File: config.mk
export PLATFORM = sky130hd
export DESIGN_NAME = mem_stage_flat
export DESIGN_NICKNAME = d
export VERILOG_FILES = /design/src/rtl/mem_stage_if.sv /design/src/rtl/mem_stage.sv /design/src/flat_wrapper.sv
export SDC_FILE = /design/constraint.sdc
export NUM_CORES = 1
export LEC_CHECK = 0
export BUFFER_PORTS_ARGS = -buffer_cell sky130_fd_sc_hd__buf_4
export CAP_MARGIN = 5
export CORE_AREA = 2 2 168 170
export DETAILED_ROUTE_END_ITERATION = 10
export DIE_AREA = 0 0 170 172
export GPL_ROUTABILITY_DRIVEN = 1
export PLACE_DENSITY = 0.37
export SKIP_CTS_REPAIR_TIMING = 1
export SYNTH_ARGS = -nofsm -noshare
export SYNTH_HDL_FRONTEND = slang
export SYNTH_SLANG_ARGS = --single-unit
File: constraint.sdc
create_clock -name CLK -period 1.9 [get_ports CLK]
set_input_delay 0.19 -clock CLK [delete_from_list [all_inputs] [get_ports CLK]]
set_output_delay 0.19 -clock CLK [all_outputs]
set_load 0.03 [all_outputs]
File: src/rtl/mem_stage_if.sv
// Shared widths for the pipeline and the data-cache port seen by the memory stage.
package cpu_types_pkg;
    localparam int unsigned WORD_W = 32;
    localparam int unsigned REG_W  = 5;
    localparam int unsigned JADR_W = 28;

    typedef logic [WORD_W-1:0] word_t;
    typedef logic [REG_W-1:0]  regbits_t;
endpackage

interface mem_stage_if;
    import cpu_types_pkg::*;

    logic  dhit;
    word_t dmemload;
    logic  dmemREN;
    logic  dmemWEN;
    word_t dmemaddr;
    word_t dmemstore;

    modport master (
        input  dhit, dmemload,
        output dmemREN, dmemWEN, dmemaddr, dmemstore
    );

    modport slave (
        output dhit, dmemload,
        input  dmemREN, dmemWEN, dmemaddr, dmemstore
    );
endinterface

File: src/rtl/mem_stage.sv
// Memory stage: data-cache access with stall, redirect resolution and the MEM/WB register.
module mem_stage
    import cpu_types_pkg::*;
(
    input  logic                CLK,
    input  logic                nRST,
    input  logic                mem_halt,
    input  logic                mem_RegWr,
    input  logic [1:0]          mem_MemtoReg,
    input  logic                mem_MemWr,
    input  logic                mem_MemRd,
    input  logic                mem_branch,
    input  logic                mem_zero,
    input  logic [1:0]          mem_PCSrc,
    input  logic [JADR_W-1:0]   mem_jump_addr,
    input  word_t               mem_pc_4,
    input  word_t               mem_branch_addr,
    input  word_t               mem_rdat1,
    input  word_t               mem_ex_out,
    input  word_t               mem_alu_out,
    input  word_t               mem_rdat2,
    input  word_t               mem_wsel,
    mem_stage_if.master         dcif,
    output logic                mem_stall,
    output logic                redirect,
    output word_t               npc,
    output logic                wb_RegWr,
    output logic                wb_halt,
    output regbits_t            wb_wsel,
    output word_t               wb_wdat
);

    typedef enum logic [1:0] {
        RUN    = 2'd0,
        ACCESS = 2'd1,
        HALT   = 2'd2
    } state_t;

    state_t state, state_next;
    word_t  wdat_sel;
    logic   taken;
    logic   mem_req;
    logic   unused_wsel_hi;

    assign unused_wsel_hi = ^mem_wsel[WORD_W-1:REG_W];
    assign mem_req        = mem_MemRd | mem_MemWr;

    assign dcif.dmemaddr  = mem_alu_out;
    assign dcif.dmemstore = mem_rdat2;

    always_ff @(posedge CLK or negedge nRST) begin
        if (!nRST) begin
            state <= RUN;
        end else begin
            state <= state_next;
        end
    end

    // RUN and ACCESS differ only in name: the held EX/MEM bundle keeps the request up.
    always_comb begin
        state_next   = state;
        dcif.dmemREN = 1'b0;
        dcif.dmemWEN = 1'b0;
        mem_stall    = 1'b0;
        unique case (state)
            RUN, ACCESS: begin
                dcif.dmemREN = mem_MemRd;
                dcif.dmemWEN = mem_MemWr;
                mem_stall    = mem_req & ~dcif.dhit;
                if (mem_stall) begin
                    state_next = ACCESS;
                end else if (mem_halt) begin
                    state_next = HALT;
                end else begin
                    state_next = RUN;
                end
            end
            HALT: begin
                mem_stall  = 1'b1;
                state_next = HALT;
            end
            default: begin
                state_next = RUN;
            end
        endcase
    end

    // Control-transfer resolution; suppressed while the stage is frozen.
    always_comb begin
        taken = 1'b0;
        npc   = mem_pc_4;
        unique case (mem_PCSrc)
            2'b01: begin
                taken = (mem_zero == mem_branch);
                npc   = mem_branch_addr;
            end
            2'b10: begin
                taken = 1'b1;
                npc   = {mem_pc_4[WORD_W-1:JADR_W], mem_jump_addr};
            end
            2'b11: begin
                taken = 1'b1;
                npc   = mem_rdat1;
            end
            default: begin
                taken = 1'b0;
                npc   = mem_pc_4;
            end
        endcase
    end

    assign redirect = taken & ~mem_stall;

    always_comb begin
        wdat_sel = mem_alu_out;
        unique case (mem_MemtoReg)
            2'b00:   wdat_sel = mem_alu_out;
            2'b01:   wdat_sel = dcif.dmemload;
            2'b10:   wdat_sel = mem_pc_4;
            2'b11:   wdat_sel = mem_ex_out;
            default: wdat_sel = mem_alu_out;
        endcase
    end

    // MEM/WB: load when not stalled, bubble on a stall, freeze once halted.
    always_ff @(posedge CLK or negedge nRST) begin
        if (!nRST) begin
            wb_RegWr <= 1'b0;
            wb_halt  <= 1'b0;
            wb_wsel  <= '0;
            wb_wdat  <= '0;
        end else if (state != HALT) begin
            if (!mem_stall) begin
                wb_RegWr <= mem_RegWr;
                wb_halt  <= mem_halt;
                wb_wsel  <= mem_wsel[REG_W-1:0];
                wb_wdat  <= wdat_sel;
            end else begin
                wb_RegWr <= 1'b0;
                wb_halt  <= 1'b0;
            end
        end
    end

endmodule
File: src/flat_wrapper.sv
// flat-port wrapper written by rule: the top's interface ports become plain ports
module mem_stage_flat import cpu_types_pkg::*;
  (CLK, nRST, mem_halt, mem_RegWr, mem_MemtoReg, mem_MemWr, mem_MemRd, mem_branch, mem_zero, mem_PCSrc, mem_jump_addr, mem_pc_4, mem_branch_addr, mem_rdat1, mem_ex_out, mem_alu_out, mem_rdat2, mem_wsel, mem_stall, redirect, npc, wb_RegWr, wb_halt, wb_wsel, wb_wdat, dcif_dhit, dcif_dmemload, dcif_dmemREN, dcif_dmemWEN, dcif_dmemaddr, dcif_dmemstore);
  mem_stage_if dcif_i ();
  input  logic CLK;
  input  logic nRST;
  input  logic mem_halt;
  input  logic mem_RegWr;
  input  logic [1:0] mem_MemtoReg;
  input  logic mem_MemWr;
  input  logic mem_MemRd;
  input  logic mem_branch;
  input  logic mem_zero;
  input  logic [1:0] mem_PCSrc;
  input  logic [JADR_W-1:0] mem_jump_addr;
  input  word_t mem_pc_4;
  input  word_t mem_branch_addr;
  input  word_t mem_rdat1;
  input  word_t mem_ex_out;
  input  word_t mem_alu_out;
  input  word_t mem_rdat2;
  input  word_t mem_wsel;
  output logic mem_stall;
  output logic redirect;
  output word_t npc;
  output logic wb_RegWr;
  output logic wb_halt;
  output regbits_t wb_wsel;
  output word_t wb_wdat;
  input wire logic [$bits(dcif_i.dhit)-1:0] dcif_dhit;
  input wire logic [$bits(dcif_i.dmemload)-1:0] dcif_dmemload;
  output wire logic [$bits(dcif_i.dmemREN)-1:0] dcif_dmemREN;
  output wire logic [$bits(dcif_i.dmemWEN)-1:0] dcif_dmemWEN;
  output wire logic [$bits(dcif_i.dmemaddr)-1:0] dcif_dmemaddr;
  output wire logic [$bits(dcif_i.dmemstore)-1:0] dcif_dmemstore;
  assign dcif_i.dhit = dcif_dhit;
  assign dcif_i.dmemload = dcif_dmemload;
  assign dcif_dmemREN = dcif_i.dmemREN;
  assign dcif_dmemWEN = dcif_i.dmemWEN;
  assign dcif_dmemaddr = dcif_i.dmemaddr;
  assign dcif_dmemstore = dcif_i.dmemstore;
  mem_stage u_core (.CLK(CLK), .nRST(nRST), .mem_halt(mem_halt), .mem_RegWr(mem_RegWr), .mem_MemtoReg(mem_MemtoReg), .mem_MemWr(mem_MemWr), .mem_MemRd(mem_MemRd), .mem_branch(mem_branch), .mem_zero(mem_zero), .mem_PCSrc(mem_PCSrc), .mem_jump_addr(mem_jump_addr), .mem_pc_4(mem_pc_4), .mem_branch_addr(mem_branch_addr), .mem_rdat1(mem_rdat1), .mem_ex_out(mem_ex_out), .mem_alu_out(mem_alu_out), .mem_rdat2(mem_rdat2), .mem_wsel(mem_wsel), .dcif(dcif_i), .mem_stall(mem_stall), .redirect(redirect), .npc(npc), .wb_RegWr(wb_RegWr), .wb_halt(wb_halt), .wb_wsel(wb_wsel), .wb_wdat(wb_wdat));
endmodule
# After elaboration in Yosys (flattened, before gate mapping)
# Cells that the tools add are included.
# op_classes
n_bitwise	5
n_mux	11
reduce_logical	5
eq_ne	10
# ops
operator	n
$pmux W32 S4	1
$pmux W32 S3	1
$eq A2 B2 Y1 const B	5
$eq A2 B1 Y1 const B	3
$logic_not A2 Y1	2
$mux W1	4
$mux W2	2
$pmux W1 S2	2
$pmux W2 S2	1
$reduce_or A2 Y1	2
$and A1 B1 Y1	2
$ne A2 B2 Y1 const B	1
$not A1 Y1	2
$reduce_and A2 Y1	1
$eq A1 B1 Y1	1
$or A1 B1 Y1	1
# totals
elab_cells	36
reg_bits	41
output_inout_bits	139

# Depth between registers and ports, before layout
# Gate-level depths: netlist of run 1.
# depth
ltp_word	5
depth_mapped	5

# Least setup slack after synthesis of run 1
# OpenSTA, ideal clock, no wires.
# synth_timing
kind	input to output
startpoint	input mem_PCSrc[0]
endpoint	output npc[28]
slack_ns	0.304
stages	5
arrival_ns	1.406
path_cell_list	buf_2 -> buf_2 -> buf_4 -> nor2_1 -> a21oi_1
# synth_via
elab_chain_len	2
elab_cells_between_ends	4
cone_classes	eq/ne: 3; mux: 1
# synth_rtl
item	line_no	source
start: declaration	flat_wrapper.sv:14	input logic [1:0] mem_PCSrc;
$eq A2 B2 Y1 or $eq A2 B1 Y1 (tied branches)	mem_stage.sv:92	unique case (mem_PCSrc)
$pmux W32 S3 (*)	mem_stage.sv:92	
end: declaration	flat_wrapper.sv:25	output word_t npc;
# Every way passes the cells marked *; elsewhere a longest branch is shown, timed or not.

# Worst setup path in the final report of run 1
# layout_timing
startpoint	register u_core.state[1]
endpoint	output redirect
# layout_via
elab_chain_len	5
elab_cells_between_ends	7
cone_classes	eq/ne: 2; mux: 1; bitwise: 2; reduce/logical: 2
# layout_rtl
item	line_no	source
start: declaration	mem_stage.sv:39	state_t state, state_next;
start signal: assignment	mem_stage.sv:55	state <= state_next;
$eq A2 B1 Y1 or $logic_not A2 Y1 (tied branches)	mem_stage.sv:65	unique case (state)
$reduce_or A2 Y1	mem_stage.sv:65	
$pmux W1 S2 (*)	mem_stage.sv:65	
$not A1 Y1 (*)	mem_stage.sv:112	assign redirect = taken & ~mem_stall;
$and A1 B1 Y1 (*)	mem_stage.sv:112	
end: declaration	flat_wrapper.sv:24	output logic redirect;
# Marks and branches as above.

==> summary.md, run 1 <==
| Metric | Value |
|---|---|
| Status | `complete, no violations` |
| Area leader, netlist | `mux4_2` |
| Vias | `3345` |
| Syn nets | `547` |
| Clock Latency Late Sink | `0.29 ns` |
| Fin nets | `822` |
| # H-tree levels | `2` |
| Slew Viols, Final | `0` |
| Layout cells sized above 1 | `0.869` |
| Slew @ Worst Pin | `0.590 ns` |
| Sequential Area | `0.00103 mm2` |
| Die Width | `170 um` |
| Peak supply drop | `0.312 mV` |
| Clock Path Buffers | `2` |
| Top cells by area, synth | `mux4_2 38%, dfrtp_1 29%, buf_4 14%` |
| CP cell instances | `nand2b_2 -> o21ai_4 -> buf_12 -> nor2_1 -> buf_4` |
| Sequential fraction of the synthesis area | `0.287` |
| Crit-path max cell delay | `approximately 0.47 ns` |
| Number of enable flip-flop cells after synthesis | `0` |
| Clock Tree Root | `clkbuf_16` |
| Synth Flop Type | `dfrtp_1` |
| Syn Area/Cell | `between 10 and 15 um2` |
| I/O Pins | `between 400 and 500` |
| Setup_tns | `0 ns` |
| Slowest CP cell | `dfrtp_1` |
| Min-Delay Startpoint | `mem_wsel[2]` |
| Top-area cell type share of the netlist area | `0.378` |
| Clk sinks | `between 40 and 50` |
| CP delay by family, top | `flip-flops` |
| Detailed Route WL | `15800 um` |
| Inserted Clock Buffers | `5` |
| Worst path arrival time | `1.53 ns` |
| CTS tree | `yes` |
| Asr flop ratio synth | `1.00` |
| Antenna violations before repair | `0` |
| FILL cells | `2931` |
| Worst Setup Start Kind | `register` |
| Global placer's final weighted congestion | `0.755` |
| Most common cell after layout, fill and taps aside | `buf_4` |
| CP startpoint | `u_core.state[1]$_DFF_PN0_` |
| Yosys warns | `0` |
| MaxCap Viol Count | `0` |
| Worst-path fanout max | `18` |
| P&R area growth vs syn | `76.1%` |
| Ant diodes | `0` |
| Routed vias/inst | `3.84` |
| Multi-input logic area | `around 0.0019 mm2` |
| 1st-iter DRT viols | `42` |
| Area after DPL | `approximately 0.0061 mm2` |
| Clock Pin Slew Worst Setup and Hold Paths | `0.07 ns` |
| Total die area | `0.0292 mm2` |
| Final hold violations | `0` |
| Final setup violation count | `0` |
| Worst Setup End Kind | `primary output` |
| Worst Path Required | `1.71 ns` |
| Most frequent cells in the layout | `344 x buf_4, 60 x mux4_2, 41 x dfrtp_1` |
| Row count | `61` |
| All-Layer GR Usage | `0.101` |
| Worst hold path class | `input port to register` |
| Lkg Pwr | `around 2.9 nW` |
| Largest net degree at the start of global routing | `42` |
| WL/cell | `18.1 um` |
| Remaining DRCs | `0` |
| PortBufs | `roughly 340` |
| Hold WS | `between 0.1 and 0.15 ns` |
| Mapped cell area | `0.00357 mm2` |
| Crit path time final | `1.72 ns` |
| Total congestion overflow | `0` |
| Final period utilization | `0.903` |
| WP buf/inv | `2` |
| Pre-Repair DR Iteration Count | `4` |
| Slew margin rel. | `0.607` |
| Worst Skew | `0.00616 ns` |
| Antenna viol nets, final | `0` |
| Starting Density | `0.130` |
| Post-Synthesis Cells | `250` |
| Core area | `~0.027 mm2` |
| DPL Wire Length | `roughly 13000 um` |
| Fmax | `583 MHz` |
| Synth Register Bits | `around 40` |
| Yosys cell types | `19` |
| Unrepaired setup endpoints after global routing | `no` |
| Die Height | `172 um` |
| Vias in the first global route | `3717` |
| Power per cell area | `between 1000 and 1500 mW/mm2` |
| First-pass GRT wire length | `21700 um` |
| Worst r2r src | `u_core.state[1]$_DFF_PN0_` |
| Power, Total | `6.50 mW` |
| Finished Cell Area | `0.00629 mm2` |
| Crit path kind | `register to primary output` |
## routing by layer
metal | wire [um] | part of all wire | global-route usage
met2 | 8690 | 0.55 | 0.194
met3 | 1330 | 0.084 | 0.0293
met1 | 5510 | 0.35 | 0.106
met5 | 0 | 0 | 0
met4 | 278 | 0.018 | 0.0342
## state kept, by name (all words and copies together), names as in the netlist
| name | cells |
|---|---|
| u_core.wb_RegWr | 1 |
| u_core.state | 2 |
| u_core.wb_wdat | 32 |
| u_core.wb_halt | 1 |
| u_core.wb_wsel | 5 |
## synthesized netlist by cell type (2+ instances only)
cell type and instances:
mux2i_1 4, buf_6 5, nor2b_1 2, buf_2 7, nand2_1 3, nor2_1 6
inv_1 2, a21oi_1 5, buf_4 68, buf_1 3, mux4_2 60, mux2_2 37
o22ai_1 2, dfrtp_1 41
## cell type report
class                      instances  share of cell area
sequential                        41               0.163
timing repair buffer             351               0.431
inverter                           2             0.00119
clock inverter                     3             0.00736
tap                              346              0.0688
multi-input combinational        124               0.308
clock buffer                       5              0.0199
## cells by family (layout without fill, tap and decap cells)
logic type	Yosys count	after routing	synth area share
AO/OA/AOI/OAI	9	9	0.0140
XOR/XNOR	1	1	0.00245
buffers and inverters	85	361	0.174
flip-flops	41	41	0.287
multiplexers	101	101	0.506
AND/OR/NAND/NOR	13	13	0.0168
## where the power goes
group	switching [mW]	internal, mW
clock network	0.406	0.623
logic	2.09	1.82
registers	0.251	1.32
## per-stage QoR
| stage | instances | setup WS, ns | util |
|---|---|---|---|
| after floorplan | 250 | 0.304 | - |
| after global placement | 863 | 0.331 | 0.222 |
| after detailed placement | 863 | 0.326 | 0.222 |
| after CTS | 871 | 0.0639 | 0.229 |
| after global routing | 872 | 0.0792 | 0.229 |
| final | 872 | 0.184 | 0.229 |
## final timing paths
| path | to | slack [ns] | cells after the start |
|---|---|---|---|
| max reg2reg | u_core.wb_wdat[20]$_DFFE_PN0P_ | 0.44 | 4 |
| min in group asynchronous | u_core.wb_wdat[11]$_DFFE_PN0P_ | 0.44 | 2 |
| min reg2reg | u_core.wb_wsel[0]$_DFFE_PN0P_ | 0.51 | 1 |
| max in group asynchronous | u_core.wb_wsel[3]$_DFFE_PN0P_ | 1.06 | 2 |
| max | redirect | 0.18 | 5 |
| min | u_core.wb_wsel[2]$_DFFE_PN0P_ | 0.13 | 2 |
(Power assumes the default switching activity.)
==> run 2: changes to the inputs <==
CORE_AREA = 2 2 169 171   (was 2 2 168 170)
DIE_AREA = 0 0 171 173   (was 0 0 170 172)
PLACE_DENSITY = 0.38   (was 0.37)
clock period = 1.5 ns   (was 1.9 ns; I/O delays follow)
==> summary.md, run 2 (synthesis gave the netlist of run 1 again) <==
| Metric | Value |
|---|---|
| Slew Viols, Final | `0` |
| Routed vias/inst | `3.71` |
| Worst Path Required | `1.35 ns` |
| Vias in the first global route | `3789` |
| Vias | `3394` |
| Clock Latency Late Sink | `0.30 ns` |
| Combinational fraction of design power | `0.609` |
| # H-tree levels | `2` |
| Final period utilization | `0.981` |
| P&R area growth vs syn | `81.2%` |
| Worst path arrival time | `1.32 ns` |
| Die Width | `171 um` |
| Top layer in use | `met4` |
| CP cell instances | `nand2b_1 -> o21ai_4 -> buf_12 -> nor2_4 -> buf_6` |
| Worst Skew | `0.00580 ns` |
| WP buf/inv | `2` |
| Final hold violations | `0` |
| Peak supply drop | `approximately 0.56 mV` |
| Max reg flops | `32` |
| Hold path cells | `2` |
| Seq pwr share | `0.232` |
| Antenna violations before repair | `0` |
| Power, Total | `~8.5 mW` |
| PortBufs | `344` |
| Min-Delay Startpoint | `mem_wsel[3]` |
| Antenna viol nets, final | `0` |
| Largest net degree at the start of global routing | `42` |
| Total congestion overflow | `0` |
| Most frequent cells in the layout | `351 x buf_4, 60 x mux4_2, 41 x dfrtp_1` |
| Met2 Wirelength | `~8400 um` |
| Layout cells sized above 1 | `0.872` |
| R2R setup slack | `0.07 ns` |
| Biggest regs | `u_core.wb_wdat x32, u_core.wb_wsel x5, u_core.state x2` |
| Global placer's final weighted congestion | `0.812` |
| Slew margin rel. | `0.605` |
| I/O Pins | `436` |
| Total die area | `0.0296 mm2` |
| All-Layer GR Usage | `0.103` |
| Slowest CP cell | `dfrtp_1` |
| Worst-path fanout max | `8` |
| First-pass GRT wire length | `around 23000 um` |
| WL/cell | `17.5 um` |
| Area after DPL | `0.00623 mm2` |
| Remaining DRCs | `0` |
| Biggest register | `u_core.wb_wdat` |
| Clock Pin Slew Worst Setup and Hold Paths | `0.07 ns` |
| CTS tree | `yes` |
| Fin nets | `834` |
| Worst Setup End Kind | `primary output` |
| CP delay by family, top | `flip-flops` |
| 1st-iter DRT viols | `just under 70` |
| Unrepaired setup endpoints after global routing | `yes` |
| Ant diodes | `0` |
| Internal power | `approximately 5 mW` |
| Clock Path Buffers | `2` |
| Pre-Repair DR Iteration Count | `4` |
| MaxCap Viol Count | `0` |
| Worst hold path class | `input port to register` |
| Slew @ Worst Pin | `0.593 ns` |
| Crit-path max cell delay | `0.42 ns` |
| Sw frac | `0.413` |
| WL met3 | `between 1000 and 1500 um` |
| DPL Wire Length | `13600 um` |
| Hold EP | `u_core.wb_wsel[3]$_DFFE_PN0P_` |
| Most common cell after layout, fill and taps aside | `buf_4` |
| M1 wire length | `roughly 5900 um` |
| Row count | `61` |
| Crit path time final | `1.47 ns` |
| Die Height | `173 um` |
| Crit path kind | `register to primary output` |
| Worst r2r dst | `u_core.wb_wdat[2]$_DFFE_PN0P_` |
| Psw | `between 3 and 4 mW` |
| Fmax | `679 MHz` |
| Reg2Reg Depth | `5` |
| Final setup violation count | `0` |
| Clk sinks | `41` |
| Core area | `0.0276 mm2` |
| Status | `complete, no violations` |
| Finished Cell Area | `0.00648 mm2` |
| Lkg Pwr | `2.96 nW` |
| Clock share of power | `0.159` |
| Worst Setup Start Kind | `register` |
| Worst r2r src | `u_core.state[1]$_DFF_PN0_` |
| Detailed Route WL | `between 15000 and 20000 um` |
| Power per cell area | `1310 mW/mm2` |
| Inserted Clock Buffers | `5` |
| Starting Density | `0.129` |
| Clock Tree Root | `clkbuf_16` |
[run 2: cell count changes in the layout (fill, tap and decap cells not counted), sizes merged]
cell,before,now
clkinv,1,0
clkbuf,5,6
buf,350,362
[run 2: per-stage QoR]
step | TNS, ns | setup WS (ns) | utilization | instances | hold slack, ns
4_1_cts | -0.151 | -0.120 | 0.232 | 909 | -0.122
3_3_place_gp | 0 | 0.0871 | 0.225 | 901 | 0.201
5_1_grt | -0.0483 | -0.0294 | 0.234 | 916 | 0.0742
2_1_floorplan | -0.0650 | -0.0163 | - | 250 | -0.146
6_report | 0 | 0.0283 | 0.234 | 916 | 0.0798
3_5_place_dp | 0 | 0.0707 | 0.225 | 901 | 0.208
[run 2: layout make-up]
type / count / area [um2]
clock buffer: 6 / 139
inverter: 2 / 7.51
tap: 378 / 473
multi-input combinational: 124 / 1950
timing repair buffer: 363 / 2850
fill: 2987 / 21200
sequential: 41 / 1030
clock inverter: 2 / 37.5
[run 2: worst max-delay path by stage]
stage | from | end | slack [ns] | cells past startpoint
floorplan | mem_PCSrc[0] | npc[28] | -0.02 | 5
global placement | dcif_dhit | u_core.wb_wdat[30]$_DFFE_PN0P_ | 0.09 | 5
detailed placement | dcif_dhit | u_core.wb_wsel[0]$_DFFE_PN0P_ | 0.07 | 5
CTS | u_core.state[1]$_DFF_PN0_ | redirect | -0.12 | 5
global route | u_core.state[1]$_DFF_PN0_ | redirect | -0.03 | 5
finish | u_core.state[1]$_DFF_PN0_ | redirect | 0.03 | 5
[run 2: power groups by stage]
stage / logic [mW] / registers [mW] / clock network (mW)
5_1_grt: 5.44 / 2.05 / 1.48
3_5_place_dp: 5.08 / 1.99 / 0
2_1_floorplan: 1.97 / 3.03 / 0
6_report: 5.17 / 1.97 / 1.35
4_1_cts: 5.08 / 1.98 / 1.44
3_3_place_gp: 5.05 / 1.98 / 0
[run 2: per-layer routing]
layer / GRT usage / up-vias
met5: 0 / -
met4: 0.0360 / 0
met3: 0.0249 / 38
met2: 0.189 / 209
met1: 0.115 / 1671
li1: - / 1476
==> run 3: changes to the inputs <==
==> constraint.sdc (replaced) <==
create_clock -name CLK -period 1.5 [get_ports CLK]
set_input_delay 0.45 -clock CLK [delete_from_list [all_inputs] [get_ports CLK]]
set_output_delay 0.45 -clock CLK [all_outputs]
set_load 0.03 [all_outputs]
==> summary.md, run 3 (synthesis gave the netlist of run 1 again) <==
| Metric | Value |
|---|---|
| Worst Setup Start Kind | `input port` |
| Worst hold path class | `input port to async pin` |
| Total congestion overflow | `0` |
| DPL Wire Length | `about 14000 um` |
| Clock Path Buffers | `2` |
| Clock Latency Late Sink | `approximately 0.29 ns` |
| Row count | `61` |
| Layout cells sized above 1 | `0.902` |
| Worst Skew | `0.00892 ns` |
| Lkg Pwr | `~3.3 nW` |
| CP delay by family, top | `multiplexers` |
| 1st-iter DRT viols | `a little over 80` |
| Total die area | `roughly 0.03 mm2` |
| Final std cells w/o fill | `around 950` |
| Core area | `0.0276 mm2` |
| Vias | `around 3500` |
| Worst setup margin | `-0.353 ns` |
| Most common cell after layout, fill and taps aside | `buf_4` |
| Clk sinks | `about 40` |
| Reg2Reg Depth | `6` |
| Final period utilization | `1.24` |
| Detailed Route WL | `17400 um` |
| Fmax | `540 MHz` |
| Worst setup endpoint | `npc[10]` |
| Failing checks | `negative setup slack` |
| Worst r2r dst | `u_core.wb_wsel[4]$_DFFE_PN0P_` |
| Inserted Clock Buffers | `5` |
| Clock Pin Slew Worst Setup and Hold Paths | `around 0.070 ns` |
| R2R setup slack | `-0.03 ns` |
| Routed vias/inst | `approximately 3.7` |
| Die Width | `171 um` |
| Slowest CP cell | `mux4_2` |
| Sequential Area | `0.00103 mm2` |
| CTS tree | `yes` |
| Antenna viol nets, final | `0` |
| Antenna violations before repair | `0` |
| Multi-input logic area | `roughly 0.0021 mm2` |
| FILL cells | `2924` |
| Biggest regs | `u_core.wb_wdat x32, u_core.wb_wsel x5, u_core.state x2` |
| Most frequent cells in the layout | `336 x buf_4, 60 x mux4_2, 41 x dfrtp_1` |
| MaxCap Viol Count | `0` |
| Pre-Repair DR Iteration Count | `4` |
| Slew Viols, Final | `0` |
| Final hold violations | `0` |
| Worst Setup End Kind | `primary output` |
| # H-tree levels | `2` |
| Status | `finished with violations` |
| Largest net degree at the start of global routing | `42` |
| Crit-path max cell delay | `0.51 ns` |
| Worst path arrival time | `approximately 1.4 ns` |
| Starting Density | `0.129` |
| CP cell instances | `buf_12 -> clkbuf_16 -> mux4_2 -> buf_6` |
| Remaining DRCs | `0` |
| P&R area growth vs syn | `101%` |
| All-Layer GR Usage | `0.108` |
| Clock Tree Root | `clkbuf_16` |
| I/O Pins | `between 400 and 500` |
| Max reg flops | `32` |
| Vias in the first global route | `4048` |
| Hold WS | `between 0.15 and 0.2 ns` |
| Ant diodes | `0` |
| Peak supply drop | `0.471 mV` |
| Worst Path Required | `1.05 ns` |
| Worst path depth | `4` |
| Die Height | `173 um` |
| Crit path kind | `input port to primary output` |
| PortBufs | `344` |
| Global placer's final weighted congestion | `0.774` |
| Worst r2r src | `u_core.state[1]$_DFF_PN0_` |
| Slew margin rel. | `0.599` |
| Power, Total | `9.11 mW` |
| Final setup violation count | `51` |
| Crit path time final | `1.85 ns` |
| Cells after DPL | `~930` |
| CP startpoint | `mem_PCSrc[0]` |
| WP buf/inv | `3` |
| WL/cell | `between 15 and 20 um` |
| Biggest register | `u_core.wb_wdat` |
| Power per cell area | `1270 mW/mm2` |
| Unrepaired setup endpoints after global routing | `yes` |
| Worst-path fanout max | `8` |
| Fin nets | `865` |
| Worst slack at placement | `-0.496 ns` |
| Slew @ Worst Pin | `approximately 0.60 ns` |
| First-pass GRT wire length | `24000 um` |
==> run 3: cell count changes in the layout (fill, tap and decap cells not counted), moves of 4 or more <==
| cell | previous run | this run |
|---|---|---|
| a21oi_1 | 5 | 0 |
| a21oi_4 | 0 | 4 |
| buf_4 | 351 | 336 |
| buf_6 | 2 | 36 |
| buf_8 | 0 | 4 |
| clkbuf_16 | 5 | 10 |
| mux2_2 | 37 | 17 |
| mux2_4 | 0 | 20 |
==> run 3: power breakdown <==
| part | total (mW) | leakage, nW | switching (mW) | internal [mW] |
|---|---|---|---|---|
| sequential | 1.99 | 0.481 | 0.318 | 1.67 |
| clock | 1.19 | 0.0799 | 0.483 | 0.707 |
| combinational | 5.93 | 2.75 | 2.89 | 3.04 |
==> run 3: worst register-to-register path, stage by stage (launching register included) <==
cell	delay, ns
dfrtp_1	0.42
nand2b_1	0.15
o21ai_4	0.09
buf_12	0.15
buf_8	0.15
clkbuf_16	0.17
mux2_4	0.30
==> run 3: per-stage QoR <==
stage / instance area (um2) / TNS [ns] / utilization
after global placement: 6480 / -21.60 / 0.235
after CTS: 6640 / -14.43 / 0.240
final: 7180 / -10.68 / 0.260
after floorplan: 3740 / -8.12 / -
after detailed placement: 6480 / -22.28 / 0.235
after global routing: 7180 / -13.50 / 0.260
==> run 3: worst min path at each step <==
stage	to	slack (ns)
after floorplan	u_core.state[0]$_DFF_PN0_	0.15
final	u_core.wb_wdat[10]$_DFFE_PN0P_	0.17
after detailed placement	u_core.wb_wdat[23]$_DFFE_PN0P_	0.50
after global placement	u_core.wb_wdat[11]$_DFFE_PN0P_	0.50
after CTS	u_core.wb_wdat[10]$_DFFE_PN0P_	0.19
after global routing	u_core.state[1]$_DFF_PN0_	0.22
==> run 3: per-layer routing <==
layer / wire [um] / track usage / part of all wire / vias to the layer above
met5: 0 / 0 / 0 / -
met4: 218 / 0.0261 / 0.013 / 0
met3: 1470 / 0.0311 / 0.085 / 13
met2: 9750 / 0.209 / 0.56 / 189
met1: 5970 / 0.112 / 0.34 / 1726
li1: - / - / - / 1546
==> run 3: cell type report <==
type                       instances  area share
timing repair buffer             394       0.471
multi-input combinational        124       0.297
sequential                        41       0.143
tap                              378      0.0659
clock buffer                       7      0.0213
inverter                           2     0.00105
clock inverter                     1    0.000697
